File: src/rtl/eth_mac_stats.sv
// Per-frame RX/TX statistics counters with an atomically snapped shadow bank and a req/ack read port.
// Stage 1 registers the MAC strobes, stage 2 updates saturating counters; reads ack one cycle after request.
module eth_mac_stats #(
  parameter int CNT_W   = 32,
  parameter int BYTE_W  = 48,
  parameter int MAX_LEN = 1518
) (
  input  logic        clk156,
  input  logic        rst_n,
  input  logic [29:0] rx_stat_vec,
  input  logic        rx_stat_vld,
  input  logic [25:0] tx_stat_vec,
  input  logic        tx_stat_vld,
  input  logic        snap,
  input  logic        clr,
  input  logic        rd_req,
  input  logic [3:0]  rd_addr,
  output logic        rd_ack,
  output logic [63:0] rd_data
);

  // Frame counters 0..7 are RX indices 0..7; 8..12 are TX indices 9..13.
  localparam int NF = 13;

  typedef enum logic {IDLE, ACK} rd_state_t;

  logic              s1_rx_vld, s1_tx_vld;
  logic [29:0]       s1_rx_vec;
  logic [25:0]       s1_tx_vec;
  logic [13:0]       rx_len, tx_len;
  logic [13:0]       rx_badd, tx_badd;
  logic [NF-1:0]     finc;
  logic [CNT_W-1:0]  fcnt [NF];
  logic [CNT_W-1:0]  fnext [NF];
  logic [CNT_W-1:0]  fshd [NF];
  logic [BYTE_W-1:0] rx_bcnt, tx_bcnt, rx_bnext, tx_bnext, rx_bshd, tx_bshd;
  logic [63:0]       shd_view [16];
  rd_state_t         state, state_nxt;
  logic              unused_bits;

  assign unused_bits = ^{s1_rx_vec[29:24], s1_rx_vec[9], s1_rx_vec[6:5],
                         s1_tx_vec[25:23], s1_tx_vec[8], s1_tx_vec[6:5], s1_tx_vec[2]};

  function automatic logic [BYTE_W-1:0] sat_add(input logic [BYTE_W-1:0] a, input logic [13:0] b);
    logic [BYTE_W:0] s;
    s = {1'b0, a} + (BYTE_W+1)'(b);
    return s[BYTE_W] ? '1 : s[BYTE_W-1:0];
  endfunction

  always_ff @(posedge clk156) begin
    if (!rst_n) begin
      s1_rx_vld <= 1'b0;
      s1_tx_vld <= 1'b0;
      s1_rx_vec <= '0;
      s1_tx_vec <= '0;
    end else begin
      s1_rx_vld <= rx_stat_vld;
      s1_tx_vld <= tx_stat_vld;
      s1_rx_vec <= rx_stat_vec;
      s1_tx_vec <= tx_stat_vec;
    end
  end

  always_comb begin
    rx_len  = s1_rx_vec[23:10];
    tx_len  = s1_tx_vec[22:9];
    finc    = '0;
    rx_badd = '0;
    tx_badd = '0;
    if (s1_rx_vld) begin
      finc[4:0] = s1_rx_vec[4:0];
      finc[5]   = s1_rx_vec[7];
      finc[6]   = s1_rx_vec[8];
      finc[7]   = (32'(rx_len) > MAX_LEN);
      if (s1_rx_vec[0]) rx_badd = rx_len;
    end
    if (s1_tx_vld) begin
      finc[8]  = s1_tx_vec[0];
      finc[9]  = s1_tx_vec[1];
      finc[10] = s1_tx_vec[3];
      finc[11] = s1_tx_vec[4];
      finc[12] = s1_tx_vec[7];
      if (s1_tx_vec[0]) tx_badd = tx_len;
    end
    for (int i = 0; i < NF; i++)
      fnext[i] = (&fcnt[i]) ? fcnt[i] : fcnt[i] + CNT_W'(finc[i]);
    rx_bnext = sat_add(rx_bcnt, rx_badd);
    tx_bnext = sat_add(tx_bcnt, tx_badd);
  end

  // Clear wins over the old value but not over this cycle's event; snap sees the pre-clear update.
  always_ff @(posedge clk156) begin
    if (!rst_n) begin
      for (int i = 0; i < NF; i++) begin
        fcnt[i] <= '0;
        fshd[i] <= '0;
      end
      rx_bcnt <= '0;
      tx_bcnt <= '0;
      rx_bshd <= '0;
      tx_bshd <= '0;
    end else begin
      for (int i = 0; i < NF; i++) begin
        fcnt[i] <= clr ? CNT_W'(finc[i]) : fnext[i];
        if (snap) fshd[i] <= fnext[i];
      end
      rx_bcnt <= clr ? BYTE_W'(rx_badd) : rx_bnext;
      tx_bcnt <= clr ? BYTE_W'(tx_badd) : tx_bnext;
      if (snap) begin
        rx_bshd <= rx_bnext;
        tx_bshd <= tx_bnext;
      end
    end
  end

  always_comb begin
    for (int i = 0; i < 16; i++) shd_view[i] = '0;
    for (int i = 0; i < 8; i++) shd_view[i] = 64'(fshd[i]);
    shd_view[8] = 64'(rx_bshd);
    for (int i = 0; i < 5; i++) shd_view[9+i] = 64'(fshd[8+i]);
    shd_view[14] = 64'(tx_bshd);
  end

  always_ff @(posedge clk156) begin
    if (!rst_n) begin
      state   <= IDLE;
      rd_data <= '0;
    end else begin
      state <= state_nxt;
      if (state == IDLE && rd_req) rd_data <= shd_view[rd_addr];
    end
  end

  always_comb begin
    state_nxt = state;
    rd_ack    = 1'b0;
    case (state)
      IDLE: if (rd_req) state_nxt = ACK;
      ACK: begin
        rd_ack    = 1'b1;
        state_nxt = IDLE;
      end
      default: state_nxt = IDLE;
    endcase
  end

endmodule

File: config.mk
export PLATFORM = sky130hd
export DESIGN_NAME = eth_mac_stats
export DESIGN_NICKNAME = d
export VERILOG_FILES = /design/src/rtl/eth_mac_stats.sv
export SDC_FILE = /design/constraint.sdc
export NUM_CORES = 2
export LEC_CHECK = 0
export CAP_MARGIN = 25
export CORE_ASPECT_RATIO = 1.75
export CORE_MARGIN = 2
export CORE_UTILIZATION = 55
export CTS_CLUSTER_DIAMETER = 30
export CTS_CLUSTER_SIZE = 8
export DETAILED_ROUTE_END_ITERATION = 12
export HOLD_SLACK_MARGIN = 0.15
export PLACE_DENSITY = 0.72
export RECOVER_POWER = 25
export SETUP_SLACK_MARGIN = 0.02
export SLEW_MARGIN = 20
export SYNTH_ARGS = -nofsm -noshare
export SYNTH_HDL_FRONTEND = slang
export SYNTH_SLANG_ARGS = --single-unit
File: constraint.sdc
create_clock -name clk156 -period 31.4 [get_ports clk156]
set_clock_uncertainty 0.15 [all_clocks]
set_input_delay 6.28 -clock clk156 [delete_from_list [all_inputs] [get_ports clk156]]
set_output_delay 6.28 -clock clk156 [all_outputs]
set_load 0.02 [all_outputs]
Word-level counts from Yosys, hierarchy flattened
Memory sizes are Yosys's and may differ from the RTL's.
Cells that the tools add are included.

word-level totals
  output and inout bits = 65
  word-level logic and storage cells = 148
  RAM bits = 832
  memory bits (read-only) = 0
  input bits = 67
  bits in latches = 0
  memories kept = 2
  flip-flop bits (word level) = 306

memories
  memory  depth  bits a word  read ports  clocked after memory_dff  wr ports  line  RTL
  fcnt    13     32           13          0                         13        33    logic [CNT_W-1:0] fcnt [NF];
  fshd    13     32           13          0                         13        35    logic [CNT_W-1:0] fshd [NF];

cells by class
  shift operators = 0
  order comparisons = 2
  equal/unequal tests = 0
  div/mod/pow operators = 0
  mux-type cells = 73
  bitwise operators = 29
  $add $sub $neg = 15
  multiply operators = 0
  reduce and logical (&&, ||, !) cells = 15

operator list
  cell                  number
  $mux 32               52
  $add 32x1->32         13
  $reduce_and 32->1     13
  $bmux 64 s4           1
  $mux 64               2
  $add 48x14->49        2
  $mux 48               2
  $mux 14               6
  $or 1x1->1            26
  $gt 14x11->1 const B  1
  $mux 8                1
  $mux 1                7
  $ge 5x5->1 const B    1
  $mux 5                1
  $not 4->5             1
  $not 1->1             2
  $pmux 1 s2            1
  $reduce_or 2->1       1
  $logic_and 1x1->1     1

Longest topological paths before layout
  depth in word-level cells = 6
  depth in mapped cells = 14
  depth with buffers taken out = 11

Least setup slack after synthesis
No wires, ideal clock.

  kind = input-to-reg
  from = input snap
  to = memory fshd[0][0], enable pin
  library setup time = 0.762 ns
  stages = 5
  buffers on the path = 3
  slack = 15.314 ns
  data arrival time = 15.175 ns
  required time = 30.488 ns
  path through = clkbuf_1 clkbuf_1 nor2_1 clkbuf_1 inv_1

RTL lines
  element             line  RTL
  start: declaration  14    input logic snap,
  end: declaration    35

==> results.sh <==
export IMPL_status="finished, violations left"
export IMPL_violations="capacitance limit, slew limit"
export IMPL_max_cap_viol_count=9
export IMPL_layout_commonest_cell="nor2_1"
export IMPL_fp_dieW_um=230.4
export IMPL_setup_viol=0
export IMPL_synth_seq_area_share_pct=53.71
export IMPL_crit_top_cell="clkinvlp_2"
export IMPL_vdd_drop_max_uv=62.44
export IMPL_synth_area_leader_cell="dfxtp_1"
export IMPL_ys_types=86
export IMPL_rsz0062_at_grt="no"
export IMPL_pwr_share_comb_pct=4.3
export IMPL_mostFrequentLayoutCells="1,100 x nor2_1, 699 x dfxtp_1, 416 x edfxtp_1"
export IMPL_cellPowerDensity_mw_per_mm2=61.07
export IMPL_fin_crit_ns=14.26
export IMPL_finalCritPeriodShare_pct=45.40
export IMPL_firstDrtPassIters=6
export IMPL_placed_area_mm2=0.05107
export IMPL_rr_endpoint="tx_bshd[15]"
export IMPL_r2r_start="s1_tx_vld"
export IMPL_cts_sinks=1115
export IMPL_numCtsBuffers=169
export IMPL_vias=36773
export IMPL_power_switching_w=0.0007709
export IMPL_ctsHoldBuffers=0
export IMPL_ys_ff_latch=1115
export IMPL_wl_per_cell_um=22.01
export IMPL_cts_htree_levels=4
export IMPL_synthArstFlopShare_pct=0
export IMPL_ant_nets=0
export IMPL_grt_pass1_vias=36548
export IMPL_drt_iter0_drc=2861
export IMPL_avgSynthCellArea_um2=10.27
export IMPL_path_delay_family="buffers and inverters"
export IMPL_synth_cells=4804
export IMPL_path_buf_inv=6
export IMPL_hold_viol=0
export IMPL_rows=145
export IMPL_drive_gt1_share_pct=8.708
export IMPL_switching_share_pct=22.39
export IMPL_coreArea_mm2=0.08908
export IMPL_antenna_found_initial=10
export IMPL_internal_power_w=0.002673
export IMPL_viasPerCell=5.928
export IMPL_holdPathEnd="rx_bcnt[7]"
export IMPL_pin_count=132
export IMPL_slowest_delay_ns=3.47
export IMPL_crit_chain="clkbuf_1, clkinvlp_2, nor2_1, clkinvlp_2, buf_12, buf_4, buf_16"
export IMPL_p_clk_share_pct=50.7
export IMPL_worst_slew_pin_slew_ns=4.528
export IMPL_drc=0
export IMPL_grt_pass1_wl_mm=206.4
export IMPL_clockBufferDepth=3
export IMPL_synth_area_leaders="dfxtp_1 28%, edfxtp_1 25%, nor2_1 8.4%"
export IMPL_r2r_slack_ns=26.81
export IMPL_tritoncts="built"
export IMPL_synth_top_area_share_pct=28.38
export IMPL_required_ns=31.71
export IMPL_initial_core_util_pct=55.36
export IMPL_globalRouteOverflowTotal=0
export IMPL_gp_congestion=0.9488
export IMPL_p_seq_share_pct=45.1
export IMPL_hold_class="reg2reg"
export IMPL_die_area_mm2=0.09217
export IMPL_tns_ns=0
export IMPL_nets=4997
export IMPL_portBuffers=99
export IMPL_fmax_mhz=70.15
export IMPL_whs_ns=0.3098
export IMPL_synth_edf_count=416
export IMPL_placed_cells=5872
export IMPL_timing_critical_path_from="rst_n"
export IMPL_routed_wl_mm=136.5
export IMPL_min_path_cells=2
export IMPL_dieHeight_um=400.1
export IMPL_drv_slew=591
export IMPL_place_hpwl_mm=94.32
export IMPL_synth_ff_type="dfxtp_1"
export IMPL_worstHoldStart="s1_rx_vec[17]"
export IMPL_syn_area_mm2=0.04931
export IMPL_relSlewSlack_pct=-203.6
export IMPL_finalNonFillerCells=6203
export IMPL_leakagePower_nw=19.99
export IMPL_cp_max_fo=166
export IMPL_start_kind="primary input"
export IMPL_fin_area_mm2=0.05639
export IMPL_cts_root_buffer="clkbuf_16"
export IMPL_post_cts_buffers=0
export IMPL_clk_insertion_delay_late_ns=0.77
export IMPL_track_usage_pct=29.46
export IMPL_clk_pin_slew_ns=0.05
export IMPL_cp_end_kind="register"
export IMPL_cts_resized=0
export IMPL_critical_path_class="in2reg"
export IMPL_yosysWarnings=0
export IMPL_area_growth_pct=14.35
export IMPL_reg2reg_depth=13
export IMPL_worstPathArrival_ns=14.56
export IMPL_slowest_stage="clkinvlp_2"
export IMPL_grt_max_degree=184
==> registers in the layout, indices dropped and copies added (netlist names) <==
name,cells
fcnt,416
fshd,416
rd_data,48
rx_bcnt,48
rx_bshd,48
s1_rx_vec,21
s1_rx_vld,1
s1_tx_vec,19
s1_tx_vld,1
state,1
tx_bcnt,48
tx_bshd,48
==> synthesized netlist by cell type, types with 17 or more instances <==
library cell  instances
dfxtp_1             699
nor3_1               93
nor4_1               39
nand3_1             207
nand2_1             248
buf_1                19
buf_2                20
nand4_1             126
nor2_1             1100
inv_1                55
a21oi_1             144
mux4_2              128
and3_1              111
mux2i_1              76
a311oi_1             17
and4_1               63
a211oi_1             22
xor2_1              214
a31oi_1              23
ha_1                 55
edfxtp_1            416
clkbuf_1            200
a22oi_1              17
xnor2_1             237
and2_1               79
a22o_1               21
o21ai_0             161
==> power by group through the flow <==
stage | Clock (W) | Combinational, W | Sequential, W
floorplan | 0 | 0.0000926 | 0.00158
global placement | 0 | 0.000144 | 0.00158
detailed placement | 0 | 0.000145 | 0.00158
CTS | 0.00176 | 0.000146 | 0.00155
global route | 0.00182 | 0.000155 | 0.00155
finish | 0.00174 | 0.000147 | 0.00155
==> worst min-delay path: stages (launching register included) <==
cell     delay [ns]
dfxtp_1        0.32
nand2_1        0.06
nand2_1        0.04
==> how the worst max path moves through the flow <==
| stage | slack [ns] | depth (start not counted) | endpoint |
|---|---|---|---|
| after floorplan | 15.31 | 5 | fshd[0][0] |
| final | 17.14 | 7 | fshd[1][76] |
| after global placement | 20.48 | 6 | fcnt[0][66] |
| after detailed placement | 20.43 | 6 | fcnt[0][14] |
| after CTS | 21.25 | 6 | fcnt[0][14] |
| after global routing | 16.35 | 7 | fshd[1][76] |
==> cell families (layout without fill, tap and decap cells) <==
family / after synthesis / in the layout / synth area share [%]
buffers and inverters: 317 / 505 / 2.687
other: 1 / 36 / 0.007604
adder cells (fa/ha/maj): 57 / 57 / 1.477
AND/OR/NAND/NOR: 2162 / 2162 / 20.56
flip-flops: 1115 / 1115 / 53.71
XOR/XNOR: 451 / 451 / 8.010
AO/OA/AOI/OAI: 497 / 497 / 6.163
multiplexers: 204 / 204 / 7.388
==> stage by stage <==
| stage | util (%) | power [W] | setup slack (ns) |
|---|---|---|---|
| floorplan | - | 0.001674 | 15.31 |
| CTS | 63.21 | 0.003457 | 21.25 |
| global route | 63.29 | 0.003531 | 16.35 |
| detailed placement | 57.33 | 0.001724 | 20.43 |
| global placement | 57.31 | 0.001721 | 20.48 |
| finish | 63.30 | 0.003444 | 17.14 |
==> layout make-up <==
type	count	area [um^2]
inverters	56	212.7
diodes	20	50.05
multi-input cells	3387	21600
clock inverters	28	401.6
well taps	1176	1471
repair buffers	144	1335
clock buffers	277	4830
fillers	7043	32690
flip-flops and latches	1115	26490
==> layer usage <==
layer	up-vias	wire [um]	GRT usage, %
li1	17159	-	-
met1	17926	48190	31.01
met2	1271	68960	52.07
met3	415	7450	5.183
met4	2	11890	23.00
met5	-	13	0
Note: power is estimated with default switching activity, not from simulation.
